$ cat config.mk
export PLATFORM = sky130hd
export DESIGN_NAME = aqfp_rx_deserializer
export DESIGN_NICKNAME = d
export VERILOG_FILES = /design/src/rtl/aqfp_rx_deserializer.sv
export SDC_FILE = /design/constraint.sdc
export NUM_CORES = 1
export LEC_CHECK = 0
export CORE_UTILIZATION = 42
export CTS_CLUSTER_SIZE = 16
export DETAILED_ROUTE_END_ITERATION = 12
export DONT_BUFFER_PORTS = 1
export GPL_ROUTABILITY_DRIVEN = 1
export HOLD_SLACK_MARGIN = 0.1
export PLACE_DENSITY = 0.61
export RECOVER_POWER = 50
export SETUP_SLACK_MARGIN = 0.2
export SYNTH_ARGS = -nofsm -noshare
export SYNTH_HDL_FRONTEND = slang
export SYNTH_SLANG_ARGS = --single-unit
$ cat constraint.sdc
create_clock -name clk -period 2.3 [get_ports clk]
set_input_delay 0.345 -clock clk [delete_from_list [all_inputs] [get_ports clk]]
set_output_delay 0.345 -clock clk [all_outputs]
set_load 0.03 [all_outputs]
$ cat src/rtl/aqfp_rx_deserializer.sv
// AQFP receive deserializer: decodes logicAQFP samples (q0/q1/qZ/qX), assembles WORD_W-bit
// words LSB first and presents them through a valid/ready output register.
module aqfp_rx_deserializer #(
  parameter int unsigned WORD_W    = 8,
  parameter bit          GAP_ABORT = 1'b1
) (
  input  logic              clk,
  input  logic              rst,
  input  logic              sample,
  input  logic [1:0]        data_in,
  output logic [WORD_W-1:0] word_out,
  output logic              word_valid,
  input  logic              word_ready,
  output logic              err_x,
  output logic              overflow,
  output logic [15:0]       word_count
);

  localparam int unsigned CntW = $clog2(WORD_W);

  typedef enum logic [1:0] {
    StIdle,
    StCollect,
    StResync
  } state_e;

  state_e              state_q, state_d;
  logic [CntW-1:0]     cnt_q, cnt_d;
  logic [WORD_W-1:0]   shift_q, shift_d;
  logic [WORD_W-1:0]   word_q, word_d;
  logic                valid_q, valid_d;
  logic                err_q, err_d;
  logic                ovf_q, ovf_d;
  logic [15:0]         count_q, count_d;

  // q1=01 and q0=11 carry data (bit value is the inverse of data_in[1]); 00 is a gap, 10 is X.
  logic is_bit, is_gap, is_x, bit_val;
  assign is_bit  = data_in[0];
  assign is_gap  = (data_in == 2'b00);
  assign is_x    = (data_in == 2'b10);
  assign bit_val = ~data_in[1];

  logic              complete;
  logic [WORD_W-1:0] new_word;
  logic              handshake;

  // Next-state: sample decode, word assembly and the output handshake.
  always_comb begin
    state_d   = state_q;
    cnt_d     = cnt_q;
    shift_d   = shift_q;
    word_d    = word_q;
    valid_d   = valid_q;
    err_d     = err_q;
    ovf_d     = ovf_q;
    count_d   = count_q;
    complete  = 1'b0;
    new_word  = shift_q;
    handshake = valid_q & word_ready;

    if (sample) begin
      if (is_x) begin
        err_d   = 1'b1;
        cnt_d   = '0;
        shift_d = '0;
        state_d = StResync;
      end else if (is_gap) begin
        if (state_q == StResync) begin
          state_d = StIdle;
        end else if (state_q == StCollect && GAP_ABORT) begin
          cnt_d   = '0;
          shift_d = '0;
          state_d = StIdle;
        end
      end else if (is_bit && state_q != StResync) begin
        shift_d[cnt_q] = bit_val;
        if (cnt_q == CntW'(WORD_W - 1)) begin
          complete = 1'b1;
          new_word = shift_d;
          shift_d  = '0;
          cnt_d    = '0;
          state_d  = StIdle;
        end else begin
          cnt_d   = cnt_q + CntW'(1);
          state_d = StCollect;
        end
      end
    end

    if (handshake) begin
      valid_d = 1'b0;
      count_d = count_q + 16'd1;
    end

    // A completing word may replace the held one only if it is leaving this same cycle.
    if (complete) begin
      if (!valid_q || word_ready) begin
        word_d  = new_word;
        valid_d = 1'b1;
      end else begin
        ovf_d = 1'b1;
      end
    end
  end

  // State registers with synchronous reset.
  always_ff @(posedge clk) begin
    if (rst) begin
      state_q <= StIdle;
      cnt_q   <= '0;
      shift_q <= '0;
      word_q  <= '0;
      valid_q <= 1'b0;
      err_q   <= 1'b0;
      ovf_q   <= 1'b0;
      count_q <= '0;
    end else begin
      state_q <= state_d;
      cnt_q   <= cnt_d;
      shift_q <= shift_d;
      word_q  <= word_d;
      valid_q <= valid_d;
      err_q   <= err_d;
      ovf_q   <= ovf_d;
      count_q <= count_d;
    end
  end

  assign word_out   = word_q;
  assign word_valid = valid_q;
  assign err_x      = err_q;
  assign overflow   = ovf_q;
  assign word_count = count_q;

endmodule

==> reports/summary.txt <==
GRT Util Overall: 17.79%
Max rail drop VDD: 0.0003075 V
Sink Count: 40
Post-Route WL: 3872 um
First-pass GRT wire length: 5989 um
Routed Antenna Nets: 0
Seq/Total Area, Yosys: 44.54%
Cell count after synthesis: 202
Hold slack: 0.1114 ns
Post-Synth Simple-Gate Area: 21.85%
Number of synthesized flops with an enable pin: 0
Syn nets: 213
Via count: 1461
Net Sw Frac: 22.24%
Post-synth cell types: 36
Worst Path Max Fanout: 6
Crit path time final: 2.054 ns
Initial antenna violation count: 0
FF-to-FF path depth: 5
Worst slew pin tran: 0.5643 ns
Initial core utilization: 44.31%
Reg-to-reg critical path startpoint: word_valid
Vias per inst: 5.492
Count leader, synth: dfxtp_1
Total CTS buffers: 5
Worst hold path startpoint: rst
Largest family of logic cells by synthesized area: simple AND/OR/NAND/NOR gates
Xor/xnor cell area share of the yosys netlist: 4.384%
# DRC: 0
Sw Pwr: 0.0002744 W
Area of the die: 4547 um2
Commonest cells post-synth: 40 x dfxtp_1, 35 x nor2_1, 15 x mux2i_1
Setup Skew: 0.007318 ns
Worst Hold Endpoint: word_count[6]
H-tree depth: 2
Logic pwr share: 4.0%
Largest net degree at the start of global routing: 43
Ports: 33
Top cells by area in the synthesized netlist: dfxtp_1 45%, mux2i_1 8.4%, nor2_1 7.3%
Cell Int Power: 0.0009595 W
Lkg Pwr: 0.7086 nW
Grt ovf: 0
Worst Setup Start Kind: flop
Asr flop ratio synth: 0%
P per Cell Area: 617.1 nW/um2
Critical-path top delay cell: nor4_1
Final Max Slew Viols: 0
Syn_area_per_cell: 8.901 um2
# diodes: 0
Row count: 23
Clock network fraction of total power: 38.9%
Post-synthesis mux area share: 8.977%
Port Buffers: 0
Wire per inst: 14.56 um
Max-slew headroom: 62.38%
Hold Fails Final Rpt: 0
Most frequently used flop master after synthesis: dfxtp_1
Share of the synthesized area in the top cell type: 44.54%
Die height: 67.43 um
Mapped Area: 1798 um2
Depth of the worst hold-timing path: 1
Layout cells sized above 1: 8.333%
Final core occ: 49.28%
CTS tree: done
Endpoint type of the worst setup path: flop
CTS Root Cell: clkbuf_8
Post-DP HPWL: 2617 um
Setup CP Type: flop to flop
Number of post-CTS setup repair buffers: 0
Warnings, synthesis: 0
Clk buf depth: 2
First-pass DRT Iterations: 5
Status: finished clean
Arrival time at the worst endpoint: 2.25 ns
Fin crit share: 89.32%
Worst R2R Setup Slack: 0.25 ns
Clock-pin slew on the worst setup and hold paths: 0.08 ns
Initial DRC count: 88
Post-synthesis compound-gate area fraction: 12.11%
Clk Latency, worst-skew pair: 0.29 ns
Placer congestion estimate: 0.6988
Setup violators final: 0
Reg2reg end: word_count[11]
Crit-path cells: clkbuf_1 -> nand4_1 -> nor4_1 -> a21oi_1 -> a31o_2
Vias in the first global route: 1387
Post-synthesis adder-cell area fraction: 3.479%
Core Box Area: 4058 um2
Synth area leader: dfxtp_1
Worst min path class: input pin to flop
Max-Cap Viols: 0
Setup TNS Final: 0 ns
Register bit total from synthesis: 40
Flop pwr share: 57.1%
Max stage delay on crit path: 0.49 ns
Layout area overhead: 11.20%
Max frequency: 486.8 MHz
Die width: 67.43 um
Unrepaired setup endpoints after global routing: false
Critical Path RT: 2.49 ns
Total Nets Final: 226
final cells by class:
cell class | instances | area [um2]
well taps | 50 | 62.56
fillers | 391 | 2058
clock inverters | 2 | 10.01
flip-flops and latches | 40 | 802.0
inverters | 11 | 41.29
repair buffers | 17 | 87.58
clock buffers | 6 | 82.58
multi-input cells | 140 | 913.4
cells by family (layout without fill, tap and decap cells):
group,count (synthesis),after routing
xor+xnor,9,9
mux,16,16
buf+inv,22,36
flops,40,40
compound gates,33,33
simple gates,77,77
fa+ha+maj,5,5
worst max-delay path: cells and delay by family (launching register included):
| kind | cells | cell delay, ns |
|---|---|---|
| flip-flops | 1 | 0.40 |
| buffers and inverters | 1 | 0.39 |
| AO/OA/AOI/OAI | 2 | 0.35 |
| AND/OR/NAND/NOR | 2 | 0.82 |
cells in the final DEF, fill, tap and decap left out, types with 6 or more instances in the layout:
cell      count
inv_1        11
mux2i_1      15
xnor2_1       6
nor2_1       35
a22oi_1      11
dfxtp_1      39
clkbuf_8      6
clkbuf_1     12
nand2_1       7
a21oi_1       9
worst max-delay path by stage:
stage | startpoint | endpoint | slack, ns
final | word_valid | word_count[11] | 0.25
after floorplan | word_count[5] | word_count[14] | 0.45
after global routing | word_count[0] | word_count[11] | 0.17
after CTS | word_count[4] | word_count[14] | 0.30
after global placement | word_count[4] | word_count[15] | 0.41
after detailed placement | word_count[4] | word_count[14] | 0.33
stage by stage:
stage	total power (W)	setup slack (ns)	instance area, um2	std cells
after floorplan	0.0007630	0.4487	1798	202
after global placement	0.0007628	0.4139	1931	256
after detailed placement	0.0007659	0.3286	1931	256
after CTS	0.001248	0.3019	2023	264
after global routing	0.001291	0.1728	1999	266
final	0.001234	0.2456	1999	266
state kept, by name (all words and copies together) (netlist names):
register and count:
word_out 8, overflow 1, cnt_q 3, err_x 1, state_q 2, word_count 16, shift_q 8, word_valid 1
power groups by stage:
stage	Clock [W]	Combinational, W	Sequential (W)
global route	0.000531	0.0000539	0.000706
floorplan	0	0.0000445	0.000719
CTS	0.000499	0.0000451	0.000705
global placement	0	0.0000426	0.000720
detailed placement	0	0.0000451	0.000721
finish	0.000480	0.0000487	0.000705
metal layers:
metal / part of all wire (%) / global-route usage (%) / wire length (um) / vias up
met4: 2.5 / 10.11 / 95 / 0
met1: 42 / 18.69 / 1643 / 678
met2: 49 / 31.25 / 1895 / 45
met3: 6.1 / 5.405 / 236 / 11
li1: - / - / - / 727
met5: 0 / 0 / 0 / -
repair_timing:
action / 4_1_cts / 5_1_grt
resized for setup: 0 / 1
endpoints found under the setup margin: 0 / 2
hold endpoints to repair: 0 / 4
hold buffers: 0 / 2
(Power assumes the default switching activity.)
